<file path="src/rtl/ddr5_cmd_pkg.sv">
`default_nettype none
// ============================================================================
//  Module      : ddr5_cmd_pkg (package)
//  Description : Shared DDR5 column-command encodings, FSM state encodings,
//                and the helpers that choose a command's data latency and
//                command code.
//  Contents    : CMD_* command codes, lat_t latency type, ST_* states,
//                sel_lat(), sel_cmd()
//  Revision    : 1.0 - initial release
// ============================================================================
package ddr5_cmd_pkg;

  // Chip-select / command-bus codes driven on C_S
  localparam logic [3:0] CMD_RD  = 4'b0100;
  localparam logic [3:0] CMD_WR  = 4'b0111;
  localparam logic [3:0] CMD_RDA = 4'b1100;
  localparam logic [3:0] CMD_WRA = 4'b0101;
  localparam logic [3:0] CMD_DES = 4'b1111;

  // Latencies are small; 8 bits covers any sensible reservation depth
  localparam int LAT_W = 8;
  typedef logic [LAT_W-1:0] lat_t;

  // Scheduler FSM encodings
  localparam logic [0:0] ST_IDLE  = 1'b0;
  localparam logic [0:0] ST_SPACE = 1'b1;

  // Data latency of a command: auto-precharge selects the longer base
  // latency, and writes land two cycles earlier than reads.
  function automatic lat_t sel_lat(input logic is_wr, input logic ap,
                                   input int cl, input int cla);
    int base;
    base = ap ? cla : cl;
    if (is_wr) base = base - 2;
    return lat_t'(base);
  endfunction

  function automatic logic [3:0] sel_cmd(input logic is_wr, input logic ap);
    logic [3:0] code;
    if (is_wr) code = ap ? CMD_WRA : CMD_WR;
    else       code = ap ? CMD_RDA : CMD_RD;
    return code;
  endfunction

endpackage
`default_nettype wire

</file>
<file path="src/rtl/rw_cmd_sched_if.sv">
`default_nettype none
// ============================================================================
//  Module      : rw_cmd_sched_if (interface)
//  Description : Request/grant handshake and command/reservation outputs of
//                the read/write command scheduler.
//  Signals     : rd_req, wr_req   - level requests, held until granted
//                rd_ap, wr_ap     - auto-precharge qualifiers
//                rd_gnt, wr_gnt   - one-cycle grant pulses
//                C_S[3:0]         - issued command code (DES when idle)
//                slot_busy/slot_wr[CL_max-1:0] - data-slot reservation map
//  Modports    : master (requester side), slave (scheduler side)
//  Revision    : 1.0 - initial release
// ============================================================================
interface rw_cmd_sched_if #(
  parameter int CL_max = 10
) ();

  logic              rd_req;
  logic              wr_req;
  logic              rd_ap;
  logic              wr_ap;
  logic              rd_gnt;
  logic              wr_gnt;
  logic [3:0]        C_S;
  logic [CL_max-1:0] slot_busy;
  logic [CL_max-1:0] slot_wr;

  modport master (
    output rd_req, wr_req, rd_ap, wr_ap,
    input  rd_gnt, wr_gnt, C_S, slot_busy, slot_wr
  );

  modport slave (
    input  rd_req, wr_req, rd_ap, wr_ap,
    output rd_gnt, wr_gnt, C_S, slot_busy, slot_wr
  );

endinterface
`default_nettype wire

</file>
<file path="src/rtl/slot_resv_map.sv">
`default_nettype none
// ============================================================================
//  Module      : slot_resv_map
//  Description : Data-bus slot reservation map. Bit i of the map means the
//                data bus is booked i cycles after the current cycle. The map
//                shifts right every edge; eligibility of a read and a write
//                is judged against the shifted map, and an issued command
//                books BL_SLOTS slots starting at its latency.
//  Ports       : clk, rst (sync, active-low)
//                i_rd_lat, i_wr_lat   - latency of the pending read / write
//                i_issue_rd/wr        - command issued at this edge
//                o_rd_ok, o_wr_ok     - command would fit at this edge
//                o_busy, o_wr         - registered map (busy, direction)
//  Revision    : 1.0 - initial release
// ============================================================================
module slot_resv_map
  import ddr5_cmd_pkg::*;
#(
  parameter int CL_max   = 10,
  parameter int BL_SLOTS = 2
) (
  input  wire logic              clk,
  input  wire logic              rst,
  input  wire lat_t              i_rd_lat,
  input  wire lat_t              i_wr_lat,
  input  wire logic              i_issue_rd,
  input  wire logic              i_issue_wr,
  output logic                   o_rd_ok,
  output logic                   o_wr_ok,
  output logic [CL_max-1:0]      o_busy,
  output logic [CL_max-1:0]      o_wr
);

  localparam logic [CL_max-1:0] C_ONE   = {{(CL_max-1){1'b0}}, 1'b1};
  localparam logic [CL_max-1:0] C_BURST = {CL_max{1'b1}} >> (CL_max - BL_SLOTS);

  logic [CL_max-1:0] busy_q, busy_d;
  logic [CL_max-1:0] wr_q,   wr_d;
  logic [CL_max-1:0] s_busy, s_wr;

  // Burst slots must be free; the slot just before and just after the burst
  // must not carry the opposite direction (one-slot bus turnaround).
  function automatic logic fits(input logic is_wr, input lat_t lat,
                                input logic [CL_max-1:0] sb,
                                input logic [CL_max-1:0] sw);
    logic [CL_max-1:0] burst;
    logic [CL_max-1:0] edges;
    logic [CL_max-1:0] opp;
    burst = C_BURST << lat;
    edges = ((C_ONE << lat) >> 1) | (C_ONE << (lat + LAT_W'(BL_SLOTS)));
    opp   = is_wr ? (sb & ~sw) : (sb & sw);
    return ((sb & burst) == '0) && ((opp & edges) == '0);
  endfunction

  always_comb begin
    s_busy  = busy_q >> 1;
    s_wr    = wr_q   >> 1;
    o_rd_ok = fits(1'b0, i_rd_lat, s_busy, s_wr);
    o_wr_ok = fits(1'b1, i_wr_lat, s_busy, s_wr);
    busy_d  = s_busy;
    wr_d    = s_wr;
    if (i_issue_rd) begin
      busy_d = busy_d | (C_BURST << i_rd_lat);
    end
    if (i_issue_wr) begin
      busy_d = busy_d | (C_BURST << i_wr_lat);
      wr_d   = wr_d   | (C_BURST << i_wr_lat);
    end
  end

  always_ff @(posedge clk) begin
    if (!rst) begin
      busy_q <= '0;
      wr_q   <= '0;
    end else begin
      busy_q <= busy_d;
      wr_q   <= wr_d;
    end
  end

  assign o_busy = busy_q;
  assign o_wr   = wr_q;

endmodule
`default_nettype wire

</file>
<file path="src/rtl/rw_cmd_sched.sv">
`default_nettype none
// ============================================================================
//  Module      : rw_cmd_sched
//  Description : Read/write column-command scheduler. Arbitrates level
//                read/write requests round-robin, issues at most one command
//                per CCD cycles, and only when the command's data burst fits
//                the slot reservation map (including bus turnaround).
//  Ports       : clk              - rising-edge clock
//                rst              - synchronous active-low reset
//                bus (slave)      - rw_cmd_sched_if: requests, grants,
//                                   C_S command code, slot_busy / slot_wr
//  Parameters  : CL, CLA, CL_max, BL_SLOTS, CCD
//                Legal set: CLA+BL_SLOTS <= CL_max-1, CL >= 3, CCD >= 1
//  Macro       : AUTO_PRECHARGE_EN - when defined, rd_ap/wr_ap select
//                RDA/WRA with CLA / CLA-2 latency; otherwise ignored.
//  Revision    : 1.0 - initial release
// ============================================================================
module rw_cmd_sched
  import ddr5_cmd_pkg::*;
#(
  parameter int CL       = 4,
  parameter int CLA      = 6,
  parameter int CL_max   = 10,
  parameter int BL_SLOTS = 2,
  parameter int CCD      = 2
) (
  input  wire logic     clk,
  input  wire logic     rst,
  rw_cmd_sched_if.slave bus
);

  localparam int CNT_W = $clog2(CCD + 1);

  logic [0:0]       state_q, state_d;
  logic [CNT_W-1:0] cnt_q,   cnt_d;
  logic             rr_wr_last_q, rr_wr_last_d;
  logic [3:0]       cs_q, cs_d;
  logic             rd_gnt_q, rd_gnt_d;
  logic             wr_gnt_q, wr_gnt_d;

  logic             rd_ap_eff, wr_ap_eff;
  lat_t             rd_lat, wr_lat;
  logic             rd_ok, wr_ok;
  logic             pick_rd, pick_wr;
  logic [CL_max-1:0] map_busy, map_wr;

`ifdef AUTO_PRECHARGE_EN
  assign rd_ap_eff = bus.rd_ap;
  assign wr_ap_eff = bus.wr_ap;
`else
  logic unused_ap;
  assign rd_ap_eff = 1'b0;
  assign wr_ap_eff = 1'b0;
  assign unused_ap = bus.rd_ap | bus.wr_ap;
`endif

  assign rd_lat = sel_lat(1'b0, rd_ap_eff, CL, CLA);
  assign wr_lat = sel_lat(1'b1, wr_ap_eff, CL, CLA);

  slot_resv_map #(
    .CL_max   (CL_max),
    .BL_SLOTS (BL_SLOTS)
  ) u_map (
    .clk        (clk),
    .rst        (rst),
    .i_rd_lat   (rd_lat),
    .i_wr_lat   (wr_lat),
    .i_issue_rd (pick_rd),
    .i_issue_wr (pick_wr),
    .o_rd_ok    (rd_ok),
    .o_wr_ok    (wr_ok),
    .o_busy     (map_busy),
    .o_wr       (map_wr)
  );

  // State register
  always_ff @(posedge clk) begin
    if (!rst) begin
      state_q      <= ST_IDLE;
      cnt_q        <= '0;
      rr_wr_last_q <= 1'b1;      // "write went last" so a read wins first
      cs_q         <= CMD_DES;
      rd_gnt_q     <= 1'b0;
      wr_gnt_q     <= 1'b0;
    end else begin
      state_q      <= state_d;
      cnt_q        <= cnt_d;
      rr_wr_last_q <= rr_wr_last_d;
      cs_q         <= cs_d;
      rd_gnt_q     <= rd_gnt_d;
      wr_gnt_q     <= wr_gnt_d;
    end
  end

  // Next-state: spacing counter between issued commands
  always_comb begin
    state_d = state_q;
    cnt_d   = cnt_q;
    case (state_q)
      ST_IDLE: begin
        cnt_d = '0;
        // With CCD == 1 a command may issue every cycle, so no SPACE visit
        if ((pick_rd || pick_wr) && (CCD > 1)) begin
          state_d = ST_SPACE;
          cnt_d   = CNT_W'(CCD - 1);
        end
      end
      ST_SPACE: begin
        if (cnt_q <= CNT_W'(1)) begin
          state_d = ST_IDLE;
          cnt_d   = '0;
        end else begin
          cnt_d = cnt_q - CNT_W'(1);
        end
      end
      default: begin
        state_d = ST_IDLE;
        cnt_d   = '0;
      end
    endcase
  end

  // Outputs: arbitration and registered command/grant values
  always_comb begin
    logic rd_cand;
    logic wr_cand;
    rd_cand      = (state_q == ST_IDLE) && bus.rd_req && rd_ok;
    wr_cand      = (state_q == ST_IDLE) && bus.wr_req && wr_ok;
    pick_rd      = 1'b0;
    pick_wr      = 1'b0;
    if (rd_cand && wr_cand) begin
      pick_rd = rr_wr_last_q;
      pick_wr = !rr_wr_last_q;
    end else begin
      pick_rd = rd_cand;
      pick_wr = wr_cand;
    end
    rr_wr_last_d = rr_wr_last_q;
    cs_d         = CMD_DES;
    if (pick_rd) begin
      rr_wr_last_d = 1'b0;
      cs_d         = sel_cmd(1'b0, rd_ap_eff);
    end else if (pick_wr) begin
      rr_wr_last_d = 1'b1;
      cs_d         = sel_cmd(1'b1, wr_ap_eff);
    end
    rd_gnt_d = pick_rd;
    wr_gnt_d = pick_wr;
  end

  assign bus.C_S       = cs_q;
  assign bus.rd_gnt    = rd_gnt_q;
  assign bus.wr_gnt    = wr_gnt_q;
  assign bus.slot_busy = map_busy;
  assign bus.slot_wr   = map_wr;

endmodule
`default_nettype wire

</file>
<file path="src/flat_wrapper.sv">
// flat-port wrapper written by rule: the top's interface ports become plain ports
module rw_cmd_sched_flat import ddr5_cmd_pkg::*;
#(
  parameter int CL       = 4,
  parameter int CLA      = 6,
  parameter int CL_max   = 10,
  parameter int BL_SLOTS = 2,
  parameter int CCD      = 2
)
  (clk, rst, bus_rd_req, bus_wr_req, bus_rd_ap, bus_wr_ap, bus_rd_gnt, bus_wr_gnt, bus_C_S, bus_slot_busy, bus_slot_wr);
  rw_cmd_sched_if #(.CL_max(CL_max)) bus_i ();
  input  wire logic clk;
  input  wire logic rst;
  input wire logic [$bits(bus_i.rd_req)-1:0] bus_rd_req;
  input wire logic [$bits(bus_i.wr_req)-1:0] bus_wr_req;
  input wire logic [$bits(bus_i.rd_ap)-1:0] bus_rd_ap;
  input wire logic [$bits(bus_i.wr_ap)-1:0] bus_wr_ap;
  output wire logic [$bits(bus_i.rd_gnt)-1:0] bus_rd_gnt;
  output wire logic [$bits(bus_i.wr_gnt)-1:0] bus_wr_gnt;
  output wire logic [$bits(bus_i.C_S)-1:0] bus_C_S;
  output wire logic [$bits(bus_i.slot_busy)-1:0] bus_slot_busy;
  output wire logic [$bits(bus_i.slot_wr)-1:0] bus_slot_wr;
  assign bus_i.rd_req = bus_rd_req;
  assign bus_i.wr_req = bus_wr_req;
  assign bus_i.rd_ap = bus_rd_ap;
  assign bus_i.wr_ap = bus_wr_ap;
  assign bus_rd_gnt = bus_i.rd_gnt;
  assign bus_wr_gnt = bus_i.wr_gnt;
  assign bus_C_S = bus_i.C_S;
  assign bus_slot_busy = bus_i.slot_busy;
  assign bus_slot_wr = bus_i.slot_wr;
  rw_cmd_sched #(.CL(CL), .CLA(CLA), .CL_max(CL_max), .BL_SLOTS(BL_SLOTS), .CCD(CCD)) u_core (.clk(clk), .rst(rst), .bus(bus_i));
endmodule
</file>
<file path="config.mk">
export PLATFORM = sky130hd
export DESIGN_NAME = rw_cmd_sched_flat
export DESIGN_NICKNAME = d
export VERILOG_FILES = /design/src/rtl/ddr5_cmd_pkg.sv /design/src/rtl/rw_cmd_sched_if.sv /design/src/rtl/slot_resv_map.sv /design/src/rtl/rw_cmd_sched.sv /design/src/flat_wrapper.sv
export SDC_FILE = /design/constraint.sdc
export NUM_CORES = 1
export LEC_CHECK = 0
export BUFFER_PORTS_ARGS = -buffer_cell sky130_fd_sc_hd__buf_2
export CORE_MARGIN = 5
export CORE_UTILIZATION = 40
export CTS_CLUSTER_SIZE = 25
export DETAILED_ROUTE_END_ITERATION = 8
export GPL_ROUTABILITY_DRIVEN = 1
export PLACE_DENSITY_LB_ADDON = 0.3
export SLEW_MARGIN = 20
export SYNTH_ARGS = -nofsm -noshare
export SYNTH_HDL_FRONTEND = slang
export SYNTH_HIERARCHICAL = 1
export SYNTH_SLANG_ARGS = --single-unit
</file>
<file path="constraint.sdc">
create_clock -name clk -period 2.9 [get_ports clk]
set_input_delay 0.58 -clock clk [delete_from_list [all_inputs] [get_ports clk]]
set_output_delay 0.58 -clock clk [all_outputs]
set_load 0.02 [all_outputs]
</file>
==> impl_table.tex, run 1 <==
\begin{tabular}{lr}
\hline
Metric & Value \\
\hline
\multicolumn{2}{l}{\textbf{Floorplanning}} \\
\quad Total die area & 6900 sq um \\
\quad Horizontal die dimension & 83.1 um \\
\quad Initial core utilization & 41.6\% \\
\quad Die extent in y & 83.1 um \\
\quad Core region area & 5140 sq um \\
\quad Site row count & 26 \\
\quad Top-Level Pins & 32 \\
\multicolumn{2}{l}{\textbf{Flow run}} \\
\quad Max-capacitance violation count & 0 \\
\multicolumn{2}{l}{\textbf{GRT}} \\
\quad Met2 track demand over resource & 27.8\% \\
\quad Global-route congestion overflow total & 0 \\
\quad Antenna violations before repair & 0 \\
\quad GR Util met1 & 21.9\% \\
\quad Number of global-route vias before repair & 2021 \\
\quad Global Route Usage Sum & 16.5\% \\
\quad Busiest layer in global routing & met2 \\
\quad Maximum number of pins on one net before global-route repair & 20 \\
\quad Met3 track utilization from global routing & 1.98\% \\
\quad Global-route wire length before repair & 9.67 mm \\
\multicolumn{2}{l}{\textbf{Power and ir drop}} \\
\quad Net Switching & 0.000229 W \\
\quad Fraction of power consumed by the clock network & 36.1\% \\
\quad Part of the total power dissipated in combinational logic & 17.2\% \\
\quad IR drop worst, VDD & 0.245 mV \\
\quad Internal & 0.000623 W \\
\quad Sequential fraction of design power & 46.7\% \\
\quad Total power per unit cell area & 333 nW/um\^{}2 \\
\quad Leakage dissipation & 1.05 nW \\
\quad Switching share of power & 26.9\% \\
\multicolumn{2}{l}{\textbf{Placement}} \\
\quad Placer's final routability congestion estimate & 0.900 \\
\quad Number of input and output port buffers inserted & 28 \\
\quad HPWL after DPL & 4.44 mm \\
\quad Placed cell count & 422 \\
\multicolumn{2}{l}{\textbf{Detailed routing}} \\
\quad Drt pass-1 iters & 4 \\
\quad Detail Route Antenna Nets & 0 \\
\quad Vias/cell & 5.27 \\
\quad Initial DRC count & 141 \\
\quad Routed len/inst & 13.9 um \\
\quad DRT Wirelength & 5.91 mm \\
\quad Total via count in the routed design & 2245 \\
\quad DR DRC count & 0 \\
\multicolumn{2}{l}{\textbf{STA}} \\
\quad Share of the clock period used by the worst path & 91.3\% \\
\quad Peak Freq & 378 MHz \\
\quad Max Clock Skew & 0.00571 ns \\
\quad Endpoints failing setup & 0 \\
\quad Final Critical Period & 2.65 ns \\
\quad Final TNS setup & 0 ns \\
\quad Final Max Tran Viols & 0 \\
\quad RSZ-0062 raised after global routing & no \\
\quad Final hold violations & 0 \\
\multicolumn{2}{l}{\textbf{Layout}} \\
\quad Diode count & 0 \\
\quad Area growth from synthesis to final layout & 20.0\% \\
\quad Number of nets in the final layout & 367 \\
\quad Cell Count, Final, Fillers Out & 426 \\
\quad Layout cells sized above 1 & 15.4\% \\
\quad Final standard cell utilization of the core & 49.9\% \\
\multicolumn{2}{l}{\textbf{Outcome}} \\
\quad Outcome & completed \\
\multicolumn{2}{l}{\textbf{Logic synthesis}} \\
\quad Area leader, netlist & sky130\_fd\_sc\_hd\_\_dfxtp\_1 \\
\quad Sequential element share of the synthesized area & 26.2\% \\
\quad Number of enable-type register cells in the synthesized netlist & 0 \\
\quad Number of distinct library cells after synthesis & 65 \\
\quad Instance count of the mapped netlist & 285 \\
\quad Flip-flop cell with the highest count after synthesis & sky130\_fd\_sc\_hd\_\_dfxtp\_1 \\
\quad Netlist area before placement & 2140 sq um \\
\quad Fraction of registers with async set or reset after synthesis & 0\% \\
\quad Ys Warns & 6 \\
\quad Per-instance average area after synthesis & 7.49 sq um \\
\quad Portion of synthesized cell area occupied by the leading cell type & 26.2\% \\
\quad Synth top area cells & sky130\_fd\_sc\_hd\_\_dfxtp\_1 (26\%), sky130\_fd\_sc\_hd\_\_nor2\_1 (6.3\%), sky130\_fd\_sc\_hd\_\_a21oi\_1 (4.2\%) \\
\quad FF+latch count, synth & 28 \\
\multicolumn{2}{l}{\textbf{Clock network}} \\
\quad Root cell of the clock tree & sky130\_fd\_sc\_hd\_\_clkbuf\_8 \\
\quad Inserted Clock Buffers & 3 \\
\quad Max H-tree Level & 1 \\
\quad TritonCTS sink count & 28 \\
\quad Clock-pin slew on the worst setup and hold paths & 0.10 ns \\
\quad Latest clock arrival within the worst-skew pair & 0.27 ns \\
\quad Number of hold buffers added after CTS & 0 \\
\quad CTS tree & built \\
\quad Clock tree buffer depth & 2 \\
\quad Setup bufs post-CTS & 0 \\
\quad Cells resized by post-CTS repair & 0 \\
\multicolumn{2}{l}{\textbf{Critical path}} \\
\quad Critical Path Start Type & flop \\
\quad Max Fanout on Critical Path & 5 \\
\quad Crit end category & flop \\
\quad Source of the critical timing path & u\_core/u\_map/o\_busy[5] \\
\quad Worst EP arrival & 2.86 ns \\
\quad Critical setup path kind & flop to flop \\
\quad Worst reg2reg startpoint & u\_core/u\_map/o\_busy[5] \\
\quad Required time of the worst setup path & 3.11 ns \\
\quad Setup slack of the most critical reg-to-reg path & 0.25 ns \\
\multicolumn{2}{l}{\textbf{Min path}} \\
\quad Worst Hold Class & flop to flop \\
\quad Min-delay src & u\_core/state\_q \\
\hline
\end{tabular}
## cells by family (layout without fill, tap and decap cells)
kind of cell,after synthesis,after routing,share of synthesized area [%]
and+or+nand+nor,128,128,33.3
AOI/OAI and AO/OA,80,80,26.4
buffers and inverters,37,55,8.79
DFF,28,28,26.2
adders and majority gates,4,4,2.34
xor gates and xnor gates,4,4,1.64
other,2,55,0.352
muxes,2,2,0.937
## routing by layer
metal / wire length, um / share of wire (%) / vias up
met3: 300 / 5.1 / 6
li1: - / - / 1128
met1: 2740 / 46 / 1050
met4: 76 / 1.3 / 0
met2: 2790 / 47 / 61
met5: 0 / 0 / -
## area by class of cell
type | instances | area, sq um
clock buffers | 3 | 41.3
clock inverters | 1 | 30.0
fillers | 567 | 2580
inverters | 15 | 56.3
multi-input cells | 273 | 1590
flip-flops and latches | 28 | 561
well taps | 70 | 87.6
repair buffers | 36 | 200
## power groups by stage
stage / Sequential, W / Clock (W) / Combinational (W)
floorplan: 0.000411 / 0 / 0.000122
global placement: 0.000406 / 0 / 0.000128
detailed placement: 0.000407 / 0 / 0.000129
CTS: 0.000398 / 0.000311 / 0.000129
global route: 0.000399 / 0.000323 / 0.000163
finish: 0.000398 / 0.000308 / 0.000147
## stage by stage
stage	hold slack [ns]	instance area, sq um	power [W]	worst slack [ns]
after floorplan	0.478	2330	0.000533	0.530
after global placement	0.507	2490	0.000534	0.338
after CTS	0.537	2560	0.000838	0.267
final	0.539	2560	0.000852	0.253
after detailed placement	0.520	2490	0.000535	0.303
after global routing	0.574	2560	0.000885	0.0261
## critical path: stages (launching register included)
cell                        delay [ns]
sky130_fd_sc_hd__dfxtp_1          0.39
sky130_fd_sc_hd__nor2b_1          0.18
sky130_fd_sc_hd__a211oi_1         0.22
sky130_fd_sc_hd__a21oi_1          0.07
sky130_fd_sc_hd__a32oi_1          0.20
sky130_fd_sc_hd__nor2_1           0.08
sky130_fd_sc_hd__a2111oi_2        0.37
sky130_fd_sc_hd__nand3b_1         0.21
sky130_fd_sc_hd__nor2_1           0.29
sky130_fd_sc_hd__nand2_2          0.15
sky130_fd_sc_hd__nor3_2           0.17
sky130_fd_sc_hd__nand2_1          0.12
sky130_fd_sc_hd__a21oi_1          0.14
## synth_stat cells (4+ instances only)
master / instances
sky130_fd_sc_hd__ha_1: 4
sky130_fd_sc_hd__nand4_1: 4
sky130_fd_sc_hd__buf_2: 12
sky130_fd_sc_hd__nor3_1: 11
sky130_fd_sc_hd__nor3b_1: 7
sky130_fd_sc_hd__o21ai_0: 13
sky130_fd_sc_hd__dfxtp_1: 28
sky130_fd_sc_hd__nand3_1: 13
sky130_fd_sc_hd__nor4_1: 4
sky130_fd_sc_hd__nand2_1: 19
sky130_fd_sc_hd__o21ai_1: 4
sky130_fd_sc_hd__inv_1: 14
sky130_fd_sc_hd__clkbuf_1: 4
sky130_fd_sc_hd__nor2_1: 36
sky130_fd_sc_hd__o31a_1: 5
sky130_fd_sc_hd__nor2b_1: 5
sky130_fd_sc_hd__a21oi_1: 18
sky130_fd_sc_hd__or3_1: 4
sky130_fd_sc_hd__a31oi_1: 7
## placed cells by master (no fill, tap or decap), types with 2 or more instances in the layout
cell type                  count
sky130_fd_sc_hd__conb_1       55
sky130_fd_sc_hd__nor2_1       36
sky130_fd_sc_hd__buf_2        28
sky130_fd_sc_hd__dfxtp_1      28
sky130_fd_sc_hd__nand2_1      19
sky130_fd_sc_hd__a21oi_1      18
sky130_fd_sc_hd__inv_1        14
sky130_fd_sc_hd__o21ai_0      13
sky130_fd_sc_hd__nand3_1      13
sky130_fd_sc_hd__nor3_1       11
sky130_fd_sc_hd__buf_4         8
sky130_fd_sc_hd__nor3b_1       7
sky130_fd_sc_hd__a31oi_1       7
sky130_fd_sc_hd__nor2b_1       5
sky130_fd_sc_hd__o31a_1        5
sky130_fd_sc_hd__ha_1          4
sky130_fd_sc_hd__or3_1         4
sky130_fd_sc_hd__nand4_1       4
sky130_fd_sc_hd__o21ai_1       4
sky130_fd_sc_hd__nor4_1        4
sky130_fd_sc_hd__clkbuf_8      3
sky130_fd_sc_hd__o21a_1        3
sky130_fd_sc_hd__and3_1        3
sky130_fd_sc_hd__a22oi_1       3
sky130_fd_sc_hd__nand4b_1      3
sky130_fd_sc_hd__or2_1         3
sky130_fd_sc_hd__o211ai_1      3
sky130_fd_sc_hd__o22a_1        3
sky130_fd_sc_hd__nand3b_1      2
sky130_fd_sc_hd__mux2i_1       2
sky130_fd_sc_hd__xnor2_1       2
sky130_fd_sc_hd__a32oi_1       2
sky130_fd_sc_hd__a311o_1       2
sky130_fd_sc_hd__nor4b_1       2
sky130_fd_sc_hd__o22ai_1       2
sky130_fd_sc_hd__xor2_1        2
## final timing paths
kind                           to  depth (start not counted)
min reg2reg       u_core/cnt_q[0]                          2
max reg2reg  u_core/u_map/o_wr[3]                         12
min               u_core/cnt_q[0]                          2
max          u_core/u_map/o_wr[3]                         12
## sequential cells by signal, indices dropped and copies added (netlist names)
signal               cells
u_core/bus.C_S           2
u_core/bus.rd_gnt        1
u_core/bus.wr_gnt        1
u_core/cnt_q             2
u_core/rr_wr_last_q      1
u_core/state_q           1
u_core/u_map/o_busy     10
u_core/u_map/o_wr       10
Note: power is estimated with default switching activity, not from simulation.
==> inputs of run 2 (changes only) <==
--- a/config.mk
+++ b/config.mk
@@ -11,6 +11,7 @@
 export CTS_CLUSTER_SIZE = 25
 export DETAILED_ROUTE_END_ITERATION = 8
 export GPL_ROUTABILITY_DRIVEN = 1
+export GPL_TIMING_DRIVEN = 0
 export PLACE_DENSITY_LB_ADDON = 0.3
 export SLEW_MARGIN = 20
 export SYNTH_ARGS = -nofsm -noshare
==> run 2 against run 1 <==
Count of clock-buffer cells in the layout did not move. Sequential power barely moved. Design area rose by 3.8%. First-iteration DRC count rose by 36%. Clock skew fell by 0.0019 ns. Via count rose by 1.1%. Combinational power rose by 14%. Critical endpoint is now u_core/u_map/o_busy[5]. Flip-flop and latch count did not move. Maximum frequency fell by 1.4%. Die area did not move. Wire length rose by 3.3%. Non-clock buffer count rose by 14.
==> impl_table.tex, run 2 (synthesized netlist as in run 1, its figures left out) <==
\begin{tabular}{lr}
\hline
Metric & Value \\
\hline
\multicolumn{2}{l}{\textbf{Layout}} \\
\quad Layout cells sized above 1 & 18.6\% (was 15.4\%) \\
\quad Commonest non-fill, non-tap cell in the layout & sky130\_fd\_sc\_hd\_\_conb\_1 (unchanged) \\
\quad Number of nets in the final layout & 381 (was 367) \\
\quad Diode count & 0 (unchanged) \\
\quad Leading cell types in the layout, fill and taps excluded & sky130\_fd\_sc\_hd\_\_conb\_1 (55), sky130\_fd\_sc\_hd\_\_buf\_2 (40), sky130\_fd\_sc\_hd\_\_nor2\_1 (35) (was sky130\_fd\_sc\_hd\_\_conb\_1 (55), sky130\_fd\_sc\_hd\_\_nor2\_1 (36), sky130\_fd\_sc\_hd\_\_buf\_2 (28), sky130\_fd\_sc\_hd\_\_dfxtp\_1 (28), sky130\_fd\_sc\_hd\_\_nand2\_1 (19)) \\
\quad Area growth from synthesis to final layout & 24.5\% (was 20.0\%) \\
\quad Cell Count, Final, Fillers Out & 440 (was 426) \\
\quad Fin area & 2660 sq um (was 2560 sq um) \\
\multicolumn{2}{l}{\textbf{Clock network}} \\
\quad Clock tree buffer depth & 2 (unchanged) \\
\quad Root cell of the clock tree & sky130\_fd\_sc\_hd\_\_clkbuf\_8 (unchanged) \\
\quad Inserted Clock Buffers & 3 (unchanged) \\
\quad Latest clock arrival within the worst-skew pair & 0.27 ns (about the same) \\
\quad Max H-tree Level & 1 (unchanged) \\
\quad Clock-pin slew on the worst setup and hold paths & 0.10 ns (about the same) \\
\quad TritonCTS sink count & 28 (unchanged) \\
\quad Setup bufs post-CTS & 0 (unchanged) \\
\quad CTS tree & built (unchanged) \\
\multicolumn{2}{l}{\textbf{Outcome}} \\
\quad Outcome & completed (unchanged) \\
\multicolumn{2}{l}{\textbf{Critical path}} \\
\quad Slowest Stage Delay on Critical Path & 0.36 ns (was 0.39 ns) \\
\quad Critical Path Start Type & flop (unchanged) \\
\quad Critical setup path kind & flop to flop (unchanged) \\
\quad Crit-path cells & clkbuf\_1, a2bb2oi\_1, o21ai\_0, o21ai\_1, a22o\_1, a2111oi\_4, nand2\_1, o21a\_1, nand2\_1, nor2\_1, nand2\_1, nor2\_1, o31a\_1 (was nor2b\_1, a211oi\_1, a21oi\_1, a32oi\_1, nor2\_1, a2111oi\_2, nand3b\_1, nor2\_1, nand2\_2, nor3\_2, nand2\_1, a21oi\_1) \\
\quad Worst EP arrival & 2.85 ns (was 2.86 ns) \\
\quad Required time of the worst setup path & 3.07 ns (was 3.11 ns) \\
\quad Cell mode on critical path & sky130\_fd\_sc\_hd\_\_nand2\_1 \\
\quad Max Fanout on Critical Path & 9 (was 5) \\
\quad Worst-path cell with the longest stage delay & sky130\_fd\_sc\_hd\_\_a2111oi\_4 (was sky130\_fd\_sc\_hd\_\_dfxtp\_1) \\
\quad Crit path buf inv count & 1 (was 0) \\
\quad Cell family contributing the most delay on the critical path & compound AO/OA/AOI/OAI gates (was simple AND/OR/NAND/NOR gates) \\
\quad Crit end category & flop (unchanged) \\
\multicolumn{2}{l}{\textbf{GRT}} \\
\quad Met2 track demand over resource & 29.5\% (was 27.8\%) \\
\quad Antenna violations before repair & 0 (unchanged) \\
\quad Global-route wire length before repair & 10.1 mm (was 9.67 mm) \\
\quad GR Util met1 & 24.3\% (was 21.9\%) \\
\quad Number of global-route vias before repair & 2029 (was 2021) \\
\quad Busiest layer in global routing & met2 (unchanged) \\
\quad Global-route congestion overflow total & 0 (unchanged) \\
\quad Met3 track utilization from global routing & 2.08\% (was 1.98\%) \\
\quad Global Route Usage Sum & 17.5\% (was 16.5\%) \\
\quad Maximum number of pins on one net before global-route repair & 17 (was 20) \\
\multicolumn{2}{l}{\textbf{Detailed routing}} \\
\quad Routed len/inst & 13.9 um (about the same) \\
\quad Initial DRC count & 192 (was 141) \\
\quad DRT Wirelength & 6.10 mm (was 5.91 mm) \\
\quad Total via count in the routed design & 2270 (was 2245) \\
\quad Vias/cell & 5.16 (was 5.27) \\
\quad Detail Route Antenna Nets & 0 (unchanged) \\
\quad DR DRC count & 0 (unchanged) \\
\quad Drt pass-1 iters & 4 (unchanged) \\
\multicolumn{2}{l}{\textbf{Placement}} \\
\quad Placed instance area & 2560 sq um (was 2490 sq um) \\
\quad Number of input and output port buffers inserted & 28 (unchanged) \\
\quad Placed cell count & 436 (was 422) \\
\quad Placer's final routability congestion estimate & 0.924 (was 0.900) \\
\quad HPWL after DPL & 4.68 mm (was 4.44 mm) \\
\multicolumn{2}{l}{\textbf{STA}} \\
\quad Final Critical Period & 2.69 ns (was 2.65 ns) \\
\quad Share of the clock period used by the worst path & 92.6\% (was 91.3\%) \\
\quad Final Max Tran Viols & 0 (unchanged) \\
\quad Max Clock Skew & 0.00385 ns (was 0.00571 ns) \\
\quad RSZ-0062 raised after global routing & no (unchanged) \\
\quad Endpoints failing setup & 0 (unchanged) \\
\quad Final TNS setup & 0 ns (unchanged) \\
\quad Peak Freq & 372 MHz (was 378 MHz) \\
\quad Final hold violations & 0 (unchanged) \\
\multicolumn{2}{l}{\textbf{Floorplanning}} \\
\quad Top-Level Pins & 32 (unchanged) \\
\quad Core region area & 5140 sq um (unchanged) \\
\quad Initial core utilization & 41.6\% (unchanged) \\
\quad Die extent in y & 83.1 um (unchanged) \\
\quad Total die area & 6900 sq um (unchanged) \\
\quad Site row count & 26 (unchanged) \\
\quad Horizontal die dimension & 83.1 um (unchanged) \\
\multicolumn{2}{l}{\textbf{Power and ir drop}} \\
\quad IR drop worst, VDD & 0.232 mV (was 0.245 mV) \\
\quad Leakage dissipation & 1.11 nW (was 1.05 nW) \\
\quad Total power per unit cell area & 327 nW/um\^{}2 (was 333 nW/um\^{}2) \\
\multicolumn{2}{l}{\textbf{Min path}} \\
\quad Worst Hold Class & flop to flop (unchanged) \\
\multicolumn{2}{l}{\textbf{Flow run}} \\
\quad Max-capacitance violation count & 0 (unchanged) \\
\hline
\end{tabular}
run 2: cell types whose count changed in the layout (fill, tap and decap cells not counted), moves of 3 or more:
cell | previous run | this run
sky130_fd_sc_hd__buf_6 | 0 | 3
sky130_fd_sc_hd__buf_4 | 8 | 3
sky130_fd_sc_hd__clkbuf_1 | 0 | 4
sky130_fd_sc_hd__buf_2 | 28 | 40
run 2: final cells by class:
type | instances | area (sq um)
Sequential cell | 28 | 562
Fill cell | 564 | 2480
Buffer | 22 | 131
Clock inverter | 1 | 30.0
Tap cell | 70 | 87.6
Multi-Input combinational cell | 273 | 1610
Clock buffer | 3 | 41.3
Timing Repair Buffer | 28 | 140
Inverter | 15 | 56.3
run 2: stage by stage:
stage | setup slack, ns | hold slack [ns] | util, % | total power, W
floorplan | 0.530 | 0.478 | - | 0.000533
global placement | 0.0761 | 0.507 | 49.9 | 0.000550
detailed placement | 0.0448 | 0.517 | 49.9 | 0.000552
CTS | 0.0190 | 0.532 | 51.2 | 0.000859
global route | 0.00744 | 0.557 | 51.7 | 0.000918
finish | 0.214 | 0.525 | 51.7 | 0.000869
run 2: repair_timing:
action,CTS,global route
setup endpoints to repair,0,6
gates resized for setup,0,5
hold buffers,0,0
run 2: tightest hold or removal path: cells and delay by family (launching register included):
kind / cells / cell delay, ns
DFF: 1 / 0.34
and+or+nand+nor: 2 / 0.15
run 2: report_power, final:
group | internal [W] | switching [W] | leakage [nW]
Sequential | 0.000392 | 0.00000575 | 0.228
Combinational | 0.0000602 | 0.000107 | 0.842
Clock | 0.000185 | 0.000120 | 0.0357
run 2: layer usage:
layer	vias to the layer above	wire, um
li1	1155	-
met1	1054	2770
met2	59	2960
met3	2	337
met4	0	34
met5	-	0
run 2: final timing paths:
path	start	end	slack [ns]	depth (start not counted)
setup / recovery	u_core/u_map/o_busy[3]	u_core/u_map/o_busy[5]	0.21	13
hold / removal	u_core/cnt_q[1]	u_core/cnt_q[1]	0.52	2
setup reg to reg	u_core/u_map/o_busy[3]	u_core/u_map/o_busy[5]	0.21	13
hold reg to reg	u_core/cnt_q[1]	u_core/cnt_q[1]	0.52	2
==> inputs of run 3 (changes only) <==
==> constraint.sdc (replaced) <==
create_clock -name clk -period 2.5 [get_ports clk]
set_input_delay 0.625 -clock clk [delete_from_list [all_inputs] [get_ports clk]]
set_output_delay 0.625 -clock clk [all_outputs]
set_load 0.02 [all_outputs]
==> run 3 against run 2 <==
The run now ends with setup timing left. Clock power rose by 16%. Largest power group unchanged. Non-clock buffer count is 8 higher. Via count grew 3.6%. Setup slack got worse by 0.26 ns. Combinational power increased by 23%. Maximum frequency increased by 5.6%. Sequential share of layout area down 0.83 points. Largest cell class unchanged. Global-route usage grew 0.51 points.
==> impl_table.tex, run 3 (synthesized netlist as in run 1, its figures left out) <==
\begin{tabular}{lr}
\hline
Metric & Value \\
\hline
\multicolumn{2}{l}{\textbf{STA}} \\
\quad Relative max-transition margin & 65.0\% \\
\quad Final TNS setup & -0.119 ns (was 0 ns) \\
\quad Final Critical Period & 2.54 ns (was 2.69 ns) \\
\quad RSZ-0062 raised after global routing & yes (was no) \\
\quad Final Max Tran Viols & 0 (unchanged) \\
\quad Slack of the critical path & -0.0434 ns (was 0.214 ns) \\
\quad Endpoints failing setup & 3 (was 0) \\
\quad Peak Freq & 393 MHz (was 372 MHz) \\
\quad Max Clock Skew & 0.00202 ns (was 0.00385 ns) \\
\quad Worst-margin pin slew & 0.520 ns \\
\quad Final hold violations & 0 (unchanged) \\
\quad Share of the clock period used by the worst path & 102\% (was 92.6\%) \\
\multicolumn{2}{l}{\textbf{Detailed routing}} \\
\quad Uppermost layer routed & met4 (unchanged) \\
\quad DR DRC count & 0 (unchanged) \\
\quad Total via count in the routed design & 2351 (was 2270) \\
\quad Met3 routed wirelength & 308 um (was 337 um) \\
\quad Detail Route Antenna Nets & 0 (unchanged) \\
\quad Initial DRC count & 250 (was 192) \\
\quad Met2 wire length & 3.14 mm (was 2.96 mm) \\
\quad Routed metal-1 wire length & 2.92 mm (was 2.77 mm) \\
\quad Drt pass-1 iters & 5 (was 4) \\
\quad DRT Wirelength & 6.43 mm (was 6.10 mm) \\
\quad Routed len/inst & 14.4 um (was 13.9 um) \\
\quad Vias/cell & 5.25 (was 5.16) \\
\multicolumn{2}{l}{\textbf{Outcome}} \\
\quad Failing checks & setup timing \\
\quad Outcome & finished, violations left (was completed) \\
\multicolumn{2}{l}{\textbf{Critical path}} \\
\quad Max Fanout on Critical Path & 3 (was 9) \\
\quad Worst r2r dst & u\_core/u\_map/o\_wr[3] (was u\_core/u\_map/o\_busy[5]) \\
\quad Crit-path cells & nor2b\_4, a211oi\_2, a21oi\_1, a32oi\_1, nor2\_1, a2111oi\_4, nand3b\_1, nor2\_2, nand2\_2, nor3\_4, nand2\_2, a21oi\_2 (was clkbuf\_1, a2bb2oi\_1, o21ai\_0, o21ai\_1, a22o\_1, a2111oi\_4, nand2\_1, o21a\_1, nand2\_1, nor2\_1, nand2\_1, nor2\_1, o31a\_1) \\
\quad Critical Path Start Type & flop (unchanged) \\
\quad Critical setup path kind & flop to flop (unchanged) \\
\quad Crit end category & flop (unchanged) \\
\quad Cell mode on critical path & sky130\_fd\_sc\_hd\_\_nand2\_2 (was sky130\_fd\_sc\_hd\_\_nand2\_1) \\
\quad Number of cells on the worst reg-to-reg path & 12 (was 13) \\
\quad Slowest Stage Delay on Critical Path & 0.40 ns (was 0.36 ns) \\
\quad Worst reg2reg startpoint & u\_core/u\_map/o\_busy[5] (was u\_core/u\_map/o\_busy[3]) \\
\quad Worst EP arrival & 2.75 ns (was 2.85 ns) \\
\quad Setup slack of the most critical reg-to-reg path & -0.04 ns (was 0.21 ns) \\
\quad Worst-path cell with the longest stage delay & sky130\_fd\_sc\_hd\_\_a2111oi\_4 (unchanged) \\
\quad Required time of the worst setup path & 2.71 ns (was 3.07 ns) \\
\multicolumn{2}{l}{\textbf{Clock network}} \\
\quad CTS tree & built (unchanged) \\
\quad Root cell of the clock tree & sky130\_fd\_sc\_hd\_\_clkbuf\_8 (unchanged) \\
\quad Number of hold buffers added after CTS & 0 (unchanged) \\
\quad Inserted Clock Buffers & 3 (unchanged) \\
\quad Clock tree buffer depth & 2 (unchanged) \\
\quad Max H-tree Level & 1 (unchanged) \\
\quad TritonCTS sink count & 28 (unchanged) \\
\quad Latest clock arrival within the worst-skew pair & 0.27 ns (about the same) \\
\quad Clock-pin slew on the worst setup and hold paths & 0.10 ns (about the same) \\
\multicolumn{2}{l}{\textbf{Floorplanning}} \\
\quad Die extent in y & 83.1 um (unchanged) \\
\quad Site row count & 26 (unchanged) \\
\quad Core region area & 5140 sq um (unchanged) \\
\quad Initial core utilization & 41.6\% (unchanged) \\
\quad Top-Level Pins & 32 (unchanged) \\
\quad Total die area & 6900 sq um (unchanged) \\
\quad Horizontal die dimension & 83.1 um (unchanged) \\
\multicolumn{2}{l}{\textbf{GRT}} \\
\quad Maximum number of pins on one net before global-route repair & 17 (unchanged) \\
\quad Antenna violations before repair & 0 (unchanged) \\
\quad Number of global-route vias before repair & 2077 (was 2029) \\
\quad Global-route congestion overflow total & 0 (unchanged) \\
\quad Global-route wire length before repair & 10.4 mm (was 10.1 mm) \\
\quad Global Route Usage Sum & 18.0\% (was 17.5\%) \\
\multicolumn{2}{l}{\textbf{Layout}} \\
\quad Number of nets in the final layout & 389 (was 381) \\
\quad Area growth from synthesis to final layout & 30.8\% (was 24.5\%) \\
\quad Area taken by multi-input logic gates & 1680 sq um (was 1610 sq um) \\
\quad Sequential standard cell area & 567 sq um (was 562 sq um) \\
\quad Commonest non-fill, non-tap cell in the layout & sky130\_fd\_sc\_hd\_\_conb\_1 (unchanged) \\
\quad Fin area & 2790 sq um (was 2660 sq um) \\
\quad Layout cells sized above 1 & 24.1\% (was 18.6\%) \\
\quad Cell Count, Final, Fillers Out & 448 (was 440) \\
\quad Final standard cell utilization of the core & 54.3\% (was 51.7\%) \\
\quad Diode count & 0 (unchanged) \\
\quad Leading cell types in the layout, fill and taps excluded & sky130\_fd\_sc\_hd\_\_conb\_1 (55), sky130\_fd\_sc\_hd\_\_buf\_2 (40), sky130\_fd\_sc\_hd\_\_nor2\_1 (32) (was sky130\_fd\_sc\_hd\_\_conb\_1 (55), sky130\_fd\_sc\_hd\_\_buf\_2 (40), sky130\_fd\_sc\_hd\_\_nor2\_1 (35)) \\
\quad Filler cell count & 550 (was 564) \\
\multicolumn{2}{l}{\textbf{Min path}} \\
\quad Cell depth of the worst min-delay path & 2 (unchanged) \\
\quad WHS Endpoint & u\_core/cnt\_q[1] (unchanged) \\
\quad Worst Hold Class & flop to flop (unchanged) \\
\quad Min-delay src & u\_core/cnt\_q[1] (unchanged) \\
\multicolumn{2}{l}{\textbf{Placement}} \\
\quad HPWL after DPL & 4.68 mm (unchanged) \\
\quad Placed instance area & 2560 sq um (unchanged) \\
\quad Number of input and output port buffers inserted & 28 (unchanged) \\
\quad Placed cell count & 436 (unchanged) \\
\quad Placer's final routability congestion estimate & 0.924 (unchanged) \\
\multicolumn{2}{l}{\textbf{Power and ir drop}} \\
\quad Leakage dissipation & 1.18 nW (was 1.11 nW) \\
\quad IR drop worst, VDD & 0.273 mV (was 0.232 mV) \\
\quad Total chip power & 0.00102 W (was 0.000869 W) \\
\quad Total power per unit cell area & 366 nW/um\^{}2 (was 327 nW/um\^{}2) \\
\multicolumn{2}{l}{\textbf{Flow run}} \\
\quad Max-capacitance violation count & 0 (unchanged) \\
\hline
\end{tabular}
==> run 3: changes by cell type in the layout (fill, tap and decap cells not counted), sizes merged <==
cell	previous run	this run
buf	46	55
clkbuf	7	6
==> run 3: worst max-delay path by stage <==
stage / from / end / cells past startpoint
4_1_cts: u_core/u_map/o_busy[7] / u_core/u_map/o_busy[4] / 13
6_report: u_core/u_map/o_busy[5] / u_core/u_map/o_wr[3] / 12
3_3_place_gp: u_core/u_map/o_busy[7] / u_core/u_map/o_busy[4] / 13
2_1_floorplan: u_core/u_map/o_busy[3] / u_core/u_map/o_busy[5] / 13
5_1_grt: u_core/u_map/o_busy[5] / u_core/u_map/o_busy[5] / 13
3_5_place_dp: u_core/u_map/o_busy[7] / u_core/u_map/o_busy[4] / 13
==> run 3: final cells by class <==
| class | instances | area share [%] |
|---|---|---|
| Tap cell | 70 | 3.14 |
| Multi-Input combinational cell | 273 | 60.0 |
| Clock inverter | 1 | 1.08 |
| Timing Repair Buffer | 37 | 7.44 |
| Inverter | 15 | 2.02 |
| Clock buffer | 3 | 1.48 |
| Buffer | 21 | 4.57 |
| Sequential cell | 28 | 20.3 |
==> run 3: repair_timing <==
item / CTS / global route
hold endpoints to repair: 0 / 0
pin swaps: 9 / 13
gates resized for setup: 13 / 11
endpoints found under the setup margin: 6 / 6
setup buffers: 4 / 5
cloned: 0 / 0
==> run 3: power breakdown <==
part	internal, W	switching [W]	total, W
registers	0.000454	0.00000675	0.000461
clock network	0.000214	0.000140	0.000355
logic	0.0000748	0.000131	0.000206
total	0.000743	0.000278	0.00102
==> run 3: per-layer routing <==
| metal | track usage (%) | vias to the layer above |
|---|---|---|
| met5 | 0 | - |
| met4 | 3.42 | 0 |
| met3 | 2.08 | 4 |
| met2 | 30.5 | 70 |
| met1 | 24.7 | 1102 |
| li1 | - | 1175 |
==> run 3: through the flow <==
stage | setup slack (ns) | hold slack (ns)
2_1_floorplan | 0.130 | 0.478
3_3_place_gp | -0.324 | 0.507
3_5_place_dp | -0.355 | 0.517
4_1_cts | 0.00274 | 0.532
5_1_grt | -0.169 | 0.557
6_report | -0.0434 | 0.525
==> run 3: critical path: cells and delay by family (launching register included) <==
kind	cells	cell delay, ns
flip-flops	1	0.36
AO/OA/AOI/OAI	5	1.05
AND/OR/NAND/NOR	7	1.07
